`src/rtl/alu_div.sv`:
```
// Multi-lane signed integer divider: L lockstep lanes, restoring division on
// operand magnitudes, one quotient bit per cycle, sign fix-up on the last step.
module alu_div #(
    parameter int N = 32,
    parameter int L = 4
) (
    input  logic           phi,
    output logic           stall,
    input  logic           valid,
    input  logic [N*L-1:0] a,
    input  logic [N*L-1:0] b,
    output logic [N*L-1:0] q,
    output logic [N*L-1:0] r,
    output logic           finish,
    input  logic           reset
);

    localparam int CW = (N > 1) ? $clog2(N) : 1;

    typedef enum logic [1:0] {IDLE, BUSY, DONE} stateT;

    stateT         state, nextState;
    logic [CW-1:0] count;
    logic          accept;
    logic          lastIter;

    logic [N-1:0]  remR   [L];
    logic [N-1:0]  qsR    [L];
    logic [N-1:0]  bMag   [L];
    logic [L-1:0]  negQ, negR, bZero;

    logic [N:0]    trial   [L];
    logic [N-1:0]  remNext [L];
    logic [N-1:0]  qsNext  [L];
    logic [N-1:0]  qFinal  [L];
    logic [N-1:0]  rFinal  [L];

    function automatic logic [N-1:0] absVal(input logic [N-1:0] x);
        return x[N-1] ? ('0 - x) : x;
    endfunction

    assign accept   = valid && (state != BUSY);
    assign lastIter = (count == CW'(N - 1));

    always_comb begin
        nextState = state;
        stall     = 1'b0;
        finish    = 1'b0;
        case (state)
            IDLE: if (valid) nextState = BUSY;
            BUSY: begin
                stall = 1'b1;
                if (lastIter) nextState = DONE;
            end
            DONE: begin
                finish    = 1'b1;
                nextState = valid ? BUSY : IDLE;
            end
            default: nextState = IDLE;
        endcase
    end

    // qsR shifts the dividend magnitude out at the top while quotient bits
    // enter at the bottom, so one register serves both roles.
    always_comb begin
        for (int unsigned i = 0; i < L; i++) begin
            trial[i]   = {remR[i], qsR[i][N-1]} - {1'b0, bMag[i]};
            remNext[i] = {remR[i][N-2:0], qsR[i][N-1]};
            qsNext[i]  = {qsR[i][N-2:0], 1'b0};
            if (!trial[i][N]) begin
                remNext[i] = trial[i][N-1:0];
                qsNext[i]  = {qsR[i][N-2:0], 1'b1};
            end
            qFinal[i] = bZero[i] ? '1 : (negQ[i] ? ('0 - qsNext[i]) : qsNext[i]);
            rFinal[i] = negR[i] ? ('0 - remNext[i]) : remNext[i];
        end
    end

    always_ff @(posedge phi) begin
        if (reset) state <= IDLE;
        else       state <= nextState;
    end

    always_ff @(posedge phi) begin
        if (reset) begin
            count <= '0;
            q     <= '0;
            r     <= '0;
            negQ  <= '0;
            negR  <= '0;
            bZero <= '0;
            for (int unsigned i = 0; i < L; i++) begin
                remR[i] <= '0;
                qsR[i]  <= '0;
                bMag[i] <= '0;
            end
        end else if (accept) begin
            count <= '0;
            for (int unsigned i = 0; i < L; i++) begin
                remR[i]  <= '0;
                qsR[i]   <= absVal(a[N*i +: N]);
                bMag[i]  <= absVal(b[N*i +: N]);
                negQ[i]  <= a[N*i+N-1] ^ b[N*i+N-1];
                negR[i]  <= a[N*i+N-1];
                bZero[i] <= (b[N*i +: N] == '0);
            end
        end else if (state == BUSY) begin
            count <= count + CW'(1);
            for (int unsigned i = 0; i < L; i++) begin
                remR[i] <= remNext[i];
                qsR[i]  <= qsNext[i];
                if (lastIter) begin
                    q[N*i +: N] <= qFinal[i];
                    r[N*i +: N] <= rFinal[i];
                end
            end
        end
    end

endmodule

```
`config.mk`:
```
export PLATFORM = sky130hd
export DESIGN_NAME = alu_div
export DESIGN_NICKNAME = d
export VERILOG_FILES = /design/src/rtl/alu_div.sv
export SDC_FILE = /design/constraint.sdc
export NUM_CORES = 2
export LEC_CHECK = 0
export BUFFER_PORTS_ARGS = -buffer_cell sky130_fd_sc_hd__buf_2
export CORE_MARGIN = 1.5
export CORE_UTILIZATION = 40
export CTS_BUF_LIST = sky130_fd_sc_hd__clkbuf_16
export CTS_CLUSTER_SIZE = 30
export DETAILED_ROUTE_END_ITERATION = 12
export MAX_ROUTING_LAYER = met4
export SYNTH_ARGS = -nofsm -noshare
export SYNTH_HDL_FRONTEND = slang
export SYNTH_SLANG_ARGS = --single-unit
```
`constraint.sdc`:
```
create_clock -name phi -period 7.99 [get_ports phi]
set_input_delay 1.1985 -clock phi [delete_from_list [all_inputs] [get_ports phi]]
set_output_delay 1.1985 -clock phi [all_outputs]
set_load 0.01 [all_outputs]
```
==> impl_metrics.tcl <==
set metrics [dict create \
    run_status "completed" \
    post_synth_main_area_contributors "edfxtp_1, dfxtp_1, xor2_1" \
    crit_path_cell_trace "ha_1 -> a2111oi_0 -> a211oi_1 -> a21oi_1 -> a2111o_1 -> o211a_2 -> inv_1 -> a21oi_1 -> ha_1 -> nand2_1 -> or3_1 -> nor4_1 -> nand3_1 -> a21boi_2 -> nand4_1 -> o31ai_1 -> xor2_1 -> nand2_1 -> a21oi_1" \
    chipWidth_um 335.0 \
    most_frequent_cells_in_the_layout "nand2_1, nor2_1, buf_2" \
    cp_max_fo 32 \
    tritoncts "done" \
    worst_min_path_class "flop to flop" \
    power_switching_share_pct 36.04 \
    timing.slew.headroom_pct 26.78 \
    first_pass_grt_wire_length_um 228900 \
    final_net_count 5972 \
    post-route-period-util_pct 77.21 \
    cp-start-kind "flop" \
    power.sequential.fraction_pct 34.9 \
    power.share.combinational_pct 32.1 \
    count_of_clock_tree_sinks 659 \
    cp_top_family "compound AO/OA/AOI/OAI gates" \
    antenna_found_initial 43 \
    path_buf_inv 1 \
    required_time_of_the_critical_path_ns 8.55 \
    route.final.wire_length_um 151300 \
    cellPowerDensity_mw_per_mm2 225.8 \
    cp_slowest_cell "a2111oi_0" \
    power.clock.fraction_pct 32.9 \
    tritoncts.num_buffers 81 \
    top_ff_cell_synth "edfxtp_1" \
    max_clock_buf_depth 3 \
    final_max_slew_viol_count 0 \
    detail_route.wl_per_cell_um 21.19 \
    clk_pin_slew_ns 0.06 \
    fin_tns_setup_ns 0 \
    setup-violations-final 0 \
    ys_warn_count 0 \
    cts.hold.buffers_added 0 \
    overall_die_area_mm2 0.1122 \
    netlist_area_mm2 0.04410 \
    timing_hold_violations_final 0 \
    htree_levels 3 \
    grt_usage_pct 26.90 \
    cts-resized-gates 0 \
    switching_power_mw 4.118 \
    postSynthAreaPerCell_um2 8.494 \
    coreArea_mm2 0.1092 \
    mappedNetlistNets 5601 \
    route.vias.total 40334 \
    stdcell_count 7137 \
    cts_root_buffer "clkbuf_16" \
    start_to_end_type_of_the_worst_setup_path "flop to flop" \
    dp.final_hpwl_um 114700 \
    vdd_drop_max_mv 0.1324 \
    crit_arrival_ns 6.73 \
    worst_clock_skew_ns 0.02486 \
    place.detailed.instances 6956 \
    detailedRoute.firstPassIterationCount 7 \
    power_leakage_nw 20.04 \
    synth_async_sr_flop_share_pct 0 \
    final.min_clock_period_ns 6.169 \
    maxCapViolCount 0 \
    first_global_vias 38504 \
    place.gp.congestion 0.9451 \
    worst_path_most_repeated_cell "a21oi_1" \
    highest_attainable_clock_frequency_ghz 0.1621 \
    cellInternalPower_mw 7.309 \
    floorplan.initialDensity_pct 40.40 \
    number_of_synthesized_flops_with_an_enable_pin 352 \
    drive_gt1_share_pct 14.07 \
    syn-instance-count 5192 \
    tightest_slew_ns 1.097 \
    synth.top_cell.area_share_pct 23.97 \
    setup.worst_path.end_class "flop" \
    ant_nets 0 \
    design.portCount 517 \
    global_route_total_overflow 0 \
    grt_setup_unrepaired "no" \
    area_growth_syn_to_layout_pct 14.74 \
    count_of_unresolved_drc_violations_after_routing 0 \
    synth.yosys.seq_area_share_pct 37.91 \
    route.detailed.vias_per_inst 5.651 \
    synth_cell_types 110 \
    worst_path_largest_cell_delay_ns 0.71 \
    die-height_um 335.0 \
    post-cts-setup-buffer-count 0 \
    grt_start_max_net_pins 173 \
    first_iter_violations 3054 \
    number_of_synthesized_register_bits 659 \
    io_buffers 516 \
    synth_top_cell_by_area "edfxtp_1" \
    most_frequent_standard_cell_in_the_layout_excluding_fill_and_tap_cells "nand2_1" \
    core.rowCount 121 \
    clock_latency_ns 0.66 \
]
stage by stage:
step	util (%)	total power, mW	hold slack, ns	area (um2)	setup WS [ns]
after floorplan	-	6.679	0.4429	44100	2.018
after global placement	43.83	7.676	0.4384	47840	2.123
after detailed placement	43.83	7.690	0.4429	47840	1.959
after CTS	46.28	11.47	0.4503	50510	1.924
after global routing	46.35	12.00	0.4682	50590	1.340
final	46.35	11.43	0.4470	50600	1.821
per-layer routing:
layer / share of wire, % / track usage (%)
met5: 0 / -
met4: 2.7 / 7.057
met3: 8.4 / 7.072
met2: 45 / 42.13
met1: 44 / 34.31
path summary, 6_finish.rpt:
check / startpoint / end / slack, ns / cells after the start
hold / removal: r[21] / r[21] / 0.45 / 2
hold reg to reg: r[21] / r[21] / 0.45 / 2
setup reg to reg: remR[0][14] / r[26] / 1.82 / 19
setup / recovery: remR[0][14] / r[26] / 1.82 / 19
cell usage after synthesis, types with 19 or more instances:
cell,number
xor2_1,362
a22o_1,22
buf_1,28
xnor2_1,194
and3_1,37
o21ai_0,380
buf_2,35
and2_1,29
nor2b_1,26
edfxtp_1,352
o21a_1,35
o31ai_1,124
nand3_1,74
a21o_1,34
nand2_1,609
a21oi_1,296
a211oi_1,85
dfxtp_1,307
mux2i_1,103
or2_2,26
ha_1,146
nand4_1,45
nand2b_1,43
inv_1,214
clkbuf_1,199
or4_1,68
o211ai_1,31
o41ai_1,60
nor4_1,34
or3_1,67
o21bai_1,19
nor2_1,607
nor3_1,115
o22ai_1,89
a31oi_1,38
tightest hold or removal path: cells and delay by family (launching register included):
kind / cells / cell delay [ns]
compound gates: 1 / 0.05
flops: 1 / 0.30
simple gates: 1 / 0.05
cell type report:
class	instances	area [um2]
Fill cell	10864	58560
Multi-Input combinational cell	4048	25560
Sequential cell	659	16720
Timing Repair Buffer	554	2890
Clock buffer	89	2227
Tap cell	1476	1847
Inverter	219	827.0
Clock inverter	59	447.9
Antenna cell	33	82.58
flip-flops by register name (all words and copies together), names as in the netlist:
name and count:
bMag 128, q 128, qsR 128, r 128, remR 128, count 5, bZero 4, negQ 4
negR 4, state 2
cell families after synthesis:
| kind of cell | synth area share, % |
|---|---|
| multiplexers | 2.653 |
| buffers and inverters | 4.279 |
| adder cells (fa/ha/maj) | 4.324 |
| AND/OR/NAND/NOR | 19.31 |
| XOR/XNOR | 11.04 |
| flip-flops | 37.91 |
| AO/OA/AOI/OAI | 20.49 |
power by group through the flow:
stage               sequential, mW  combinational [mW]  clock [mW]
floorplan                     3.99                2.69           0
global placement              4.05                3.62           0
detailed placement            4.06                3.63           0
CTS                           3.99                3.65        3.83
global route                  4.01                4.04        3.95
finish                        3.99                3.67        3.76
Note: power is estimated with default switching activity, not from simulation.
